`src/rtl/bpsk_frame_tx.sv`:
```
// Framed BPSK transmitter: 13-chip Barker preamble, PRBS7 payload, silent gap, optional looping.
// Define BPSK_DIFF_EN to differentially encode payload bits before modulation.
module bpsk_frame_tx #(
  parameter int unsigned CLK_PER_SYM = 10,
  parameter int unsigned PAYLOAD_LEN = 32,
  parameter int unsigned GAP_LEN     = 4
) (
  input  logic        clk_sig,
  input  logic        rst_n,
  input  logic        start,
  input  logic        loop_en,
  input  logic [15:0] carrier_sig,
  output logic [15:0] txd_sig,
  output logic        busy,
  output logic        sym_strobe,
  output logic        frame_done
);

  localparam int unsigned PreLen = 13;
  localparam int unsigned MaxSym = (PAYLOAD_LEN > PreLen) ?
      ((PAYLOAD_LEN > GAP_LEN) ? PAYLOAD_LEN : GAP_LEN) :
      ((GAP_LEN > PreLen) ? GAP_LEN : PreLen);
  localparam int unsigned CW = $clog2(CLK_PER_SYM);
  localparam int unsigned SW = $clog2(MaxSym);
  // First chip sits in the MSB so a left shift by the symbol index exposes it at bit 12.
  localparam logic [12:0] Barker = 13'b1111100110101;

  typedef enum logic [1:0] {StIdle, StPreamble, StPayload, StGap} state_e;

  state_e        state_q;
  logic [CW-1:0] cyc_q;
  logic [SW-1:0] sym_q;
  logic [6:0]    lfsr_q;
`ifdef BPSK_DIFF_EN
  logic          dprev_q;
`endif

  logic        cyc_last;
  logic        pre_last;
  logic        pay_last;
  logic        gap_last;
  logic        frame_end;
  logic [12:0] barker_sh;
  logic        pay_bit;
  logic        mod_bit;
  logic        mod_en;
  logic [15:0] carrier_neg;
  logic [15:0] tx_next;

  assign cyc_last = (cyc_q == CW'(CLK_PER_SYM - 1));
  assign pre_last = (sym_q == SW'(PreLen - 1));
  assign pay_last = (sym_q == SW'(PAYLOAD_LEN - 1));
  assign gap_last = (GAP_LEN != 0) && (sym_q == SW'(GAP_LEN - 1));

  assign frame_end = cyc_last &&
      (((state_q == StGap) && gap_last) ||
       ((state_q == StPayload) && pay_last && (GAP_LEN == 0)));

  assign barker_sh = Barker << sym_q;

`ifdef BPSK_DIFF_EN
  assign pay_bit = lfsr_q[6] ^ dprev_q;
`else
  assign pay_bit = lfsr_q[6];
`endif

  // Two's-complement negation overflows only for the most negative code; clamp it.
  assign carrier_neg = (carrier_sig == 16'h8000) ? 16'h7fff : (16'h0000 - carrier_sig);

  always_comb begin
    mod_en  = 1'b0;
    mod_bit = 1'b0;
    case (state_q)
      StPreamble: begin
        mod_en  = 1'b1;
        mod_bit = barker_sh[12];
      end
      StPayload: begin
        mod_en  = 1'b1;
        mod_bit = pay_bit;
      end
      default: ;
    endcase
    if (!mod_en) begin
      tx_next = '0;
    end else begin
      tx_next = mod_bit ? carrier_sig : carrier_neg;
    end
  end

  assign sym_strobe = ((state_q == StPreamble) || (state_q == StPayload)) && (cyc_q == '0);
  assign frame_done = frame_end;

  always_ff @(posedge clk_sig or negedge rst_n) begin
    if (!rst_n) begin
      state_q <= StIdle;
      cyc_q   <= '0;
      sym_q   <= '0;
      lfsr_q  <= 7'h7f;
      txd_sig <= '0;
      busy    <= 1'b0;
`ifdef BPSK_DIFF_EN
      dprev_q <= 1'b1;
`endif
    end else begin
      txd_sig <= tx_next;
      if (state_q != StIdle) begin
        cyc_q <= cyc_last ? '0 : cyc_q + CW'(1);
      end
      case (state_q)
        StIdle: begin
          if (start) begin
            state_q <= StPreamble;
            busy    <= 1'b1;
            cyc_q   <= '0;
            sym_q   <= '0;
`ifdef BPSK_DIFF_EN
            dprev_q <= 1'b1;
`endif
          end
        end
        StPreamble: begin
          if (cyc_last) begin
            if (pre_last) begin
              sym_q   <= '0;
              state_q <= StPayload;
            end else begin
              sym_q <= sym_q + SW'(1);
            end
          end
        end
        StPayload: begin
          if (cyc_last) begin
            lfsr_q <= {lfsr_q[5:0], lfsr_q[6] ^ lfsr_q[5]};
`ifdef BPSK_DIFF_EN
            dprev_q <= pay_bit;
`endif
            if (pay_last) begin
              sym_q <= '0;
              if (GAP_LEN == 0) begin
                if (loop_en) begin
                  state_q <= StPreamble;
`ifdef BPSK_DIFF_EN
                  dprev_q <= 1'b1;
`endif
                end else begin
                  state_q <= StIdle;
                  busy    <= 1'b0;
                end
              end else begin
                state_q <= StGap;
              end
            end else begin
              sym_q <= sym_q + SW'(1);
            end
          end
        end
        StGap: begin
          if (cyc_last) begin
            if (gap_last) begin
              sym_q <= '0;
              if (loop_en) begin
                state_q <= StPreamble;
`ifdef BPSK_DIFF_EN
                dprev_q <= 1'b1;
`endif
              end else begin
                state_q <= StIdle;
                busy    <= 1'b0;
              end
            end else begin
              sym_q <= sym_q + SW'(1);
            end
          end
        end
        default: state_q <= StIdle;
      endcase
    end
  end

endmodule

```
`config.mk`:
```
export PLATFORM = sky130hd
export DESIGN_NAME = bpsk_frame_tx
export DESIGN_NICKNAME = d
export VERILOG_FILES = /design/src/rtl/bpsk_frame_tx.sv
export SDC_FILE = /design/constraint.sdc
export NUM_CORES = 1
export LEC_CHECK = 0
export CORE_MARGIN = 5
export CORE_UTILIZATION = 56
export CTS_CLUSTER_DIAMETER = 150
export DETAILED_ROUTE_END_ITERATION = 10
export GPL_ROUTABILITY_DRIVEN = 0
export PLACE_DENSITY = 0.91
export SETUP_SLACK_MARGIN = 0.1
export SYNTH_ARGS = -nofsm -noshare
export SYNTH_HDL_FRONTEND = slang
export SYNTH_SLANG_ARGS = --single-unit
export TNS_END_PERCENT = 50
```
`constraint.sdc`:
```
create_clock -name clk_sig -period 3.4 [get_ports clk_sig]
set_input_delay 0.68 -clock clk_sig [delete_from_list [all_inputs] [get_ports clk_sig]]
set_output_delay 0.68 -clock clk_sig [all_outputs]
set_load 0.02 [all_outputs]
```
==> impl_results.md <==
* Status: complete, no violations
* Filler Cells Inserted at 256
* Switching share of power at 41.4%
* Reg clk slew, reported paths at 0.07 ns
* Via count at 1827
* Die Wd at 70.7 um
* Share of power burned in registers at 30.2%
* Startpoint Class: flip-flop
* Post-synthesis compound-gate area fraction at 19.3%
* Hold-fix buffers at CTS at 0
* Maximum clock rate at 330 MHz
* Mapped Nets at 246
* Setup repair bufs after CTS at 0
* Register Area at 885 um^2
* Gr ovfl total at 0
* Wire length per cell at 15.5 um
* Sequential area share after synthesis at 42.8%
* Leakage at 1.08 nW
* Setup TNS at 0 ns
* Clock tree buffer depth at 2
* First-pass GRT wire length at 7870 um
* Mapped Cells at 214
* CTS tree: done
* Leading cell type in the layout, fill and taps excluded: clkdlybuf4s50_1
* Cell internal pwr at 1.27 mW
* Initial antenna violation count at 0
* Synth Flop Type: dfrtp_1
* Post-route ant nets at 0
* Design area at 2590 um^2
* Die Ht at 70.7 um
* Slowest stage delay, CP at 0.64 ns
* Core Rows at 22
* Clock share of power at 16.8%
* Critical path arrival at 2.35 ns
* # setup viols final at 0
* PortBufs at 38
* Layout cells sized above 1 at 12.2%
* Max Cap Viol at 0
* Most frequent cells in the layout: 38 x clkdlybuf4s50_1, 28 x dfrtp_1, 18 x inv_1
* Total GRT Usage at 19.6%
* Clock Sinks at 35
* RSZ-0062 raised after global routing: false
* CP max-delay cell: clkdlybuf4s50_1
* TritonCTS Buffers at 5
* Final WL at 4690 um
* P_sw at 896 uW
* Worst skew pair latency at 0.29 ns
* Boundary pin count at 39
* Initial DRC Count at 166
* Worst VDD drop at 0.000543 V
* Footprint of the multi-input gates at 1080 um^2
* Rel. slew slack at 53.8%
* Via/cell ratio at 6.03
* Final min period at 3.03 ns
* Root Driver: clkbuf_8
* Pre-antenna DRT Iters at 5
* Die ar. at 5000 um^2
* Final HPWL from detailed placement at 3330 um
* Largest family of logic cells by synthesized area: simple AND/OR/NAND/NOR gates
* Multiplexer share of the synthesized area at 4.85%
* Crit-path cells: ha_1 -> or4b_4 -> nor3_1 -> clkdlybuf4s50_1
* Gate power share at 53.0%
* Post-CTS Resized at 0
* ANT cells at 0
* Final period util at 89.3%
* Critical path class: reg2out
* Worst Tran Pin Value at 0.688 ns
* Unique cell type count in the Yosys netlist at 55
* Power Dens Cells at 837 nW/um^2
* Area after DPL at 2480 um^2
* Initial Util at 57.3%
* Area Growth Syn to Fin at 25.3%
* Post-route DRC at 0
* H-Tree Depth at 2
* Final Slew Violations at 0
* Hold Crit Class: reg2reg
* Mean post-synth cell area at 9.65 um^2
* Netlist Area Pre-Place at 2060 um^2
* CP max FO at 6
* Post-synth EDFFs at 0
* Final-report hold violation count at 0
* YS warnings at 0
* Clock Skews at 0.00703 ns
* Largest net degree at the start of global routing at 36
* Synth Area in Adders at 7.27%
* CP Capture Type: output pin
* Core Region at 3610 um^2
* FFs w/ async S/R, synth at 100%
* WP data required at 2.72 ns
* Final #Nets at 286
* Via count of the first global-routing pass at 1782
* Simple-Gate Fraction of Synth Area at 20.4%
* Synth Area in XOR/XNOR at 0.424%
* Post-synthesis register bit count at 35
[layout make-up]
class | instances | share of cell area [%]
inverter | 18 | 2.61
multi-input combinational | 155 | 41.8
timing repair buffer | 39 | 15.0
clock buffer | 7 | 2.95
clock inverter | 1 | 1.16
tap | 48 | 2.32
sequential | 35 | 34.2
[final timing paths]
path,from,to,slack [ns],depth (start not counted)
setup reg to reg,sym_q[0]$_DFFE_PN0P_,txd_sig[7]$_DFF_PN0_,0.81,7
hold / removal,lfsr_q[0]$_DFFE_PN1P_,lfsr_q[0]$_DFFE_PN1P_,0.50,2
hold reg to reg,lfsr_q[0]$_DFFE_PN1P_,lfsr_q[0]$_DFFE_PN1P_,0.50,2
max in group asynchronous,rst_n,lfsr_q[3]$_DFFE_PN1P_,2.25,2
min in group asynchronous,rst_n,sym_q[4]$_DFFE_PN0P_,0.81,2
setup / recovery,sym_q[1]$_DFFE_PN0P_,frame_done,0.37,4
[power by group through the flow]
stage	clock, mW	sequential, mW	combinational [mW]
2_1_floorplan	0	0.748	0.666
3_3_place_gp	0	0.654	1.11
3_5_place_dp	0	0.659	1.13
4_1_cts	0.369	0.653	1.14
5_1_grt	0.393	0.670	1.26
6_report	0.364	0.653	1.15
[per-stage QoR]
step	hold WS, ns	power, mW	utilization [%]	instances	worst slack [ns]
finish	0.496	2.16	71.7	303	0.365
global route	0.554	2.32	71.7	303	0.273
CTS	0.497	2.17	71.7	303	0.389
detailed placement	0.486	1.79	68.8	295	0.499
global placement	0.469	1.76	68.8	295	0.496
floorplan	0.384	1.41	-	214	1.15
[kinds of logic after synthesis]
family | count (synthesis)
flops | 35
compound gates | 56
simple gates | 77
xor+xnor | 1
buf+inv | 24
fa+ha+maj | 12
mux | 9
[routing by layer]
metal	GRT usage [%]	wire length, um	up-vias	share of wire [%]
li1	-	-	878	-
met1	23.2	1910	858	41
met2	32.5	2370	79	51
met3	6.82	333	12	7.1
met4	7.72	72	0	1.5
met5	0	0	-	0
[synthesized netlist by cell type, drive strengths merged (2+ instances only)]
cell,number,area (um^2)
dfrtp,28,701
inv,18,67.6
nand2,17,63.8
nor3,16,80.1
o21ai,15,75.1
ha,12,150
nor2,12,45.0
mux2,8,90.1
a21oi,7,35.0
and3,7,46.3
dfstp,7,184
a211oi,6,45.0
nor4,4,25.0
buf,3,21.3
clkbuf,3,11.3
nand3,3,15.0
o311a,3,30.0
or3,3,18.8
a211o,2,17.5
a311oi,2,17.5
nand2b,2,12.5
nor4b,2,23.8
o211ai,2,15.0
o21a,2,15.0
o22ai,2,12.5
o311ai,2,17.5
o31ai,2,15.0
o41ai,2,17.5
[state kept, by name (all words and copies together), names as in the netlist]
name     flops
busy         1
cyc_q        4
lfsr_q       7
state_q      2
sym_q        5
txd_sig     16
[worst max-delay path, delay by kind of cell, from the launching register on]
family	cells	cell delay [ns]
AND/OR/NAND/NOR	2	0.69
adder cells (fa/ha/maj)	1	0.27
flip-flops	1	0.46
buffers and inverters	1	0.64
Power figures use the tool's default switching activity.
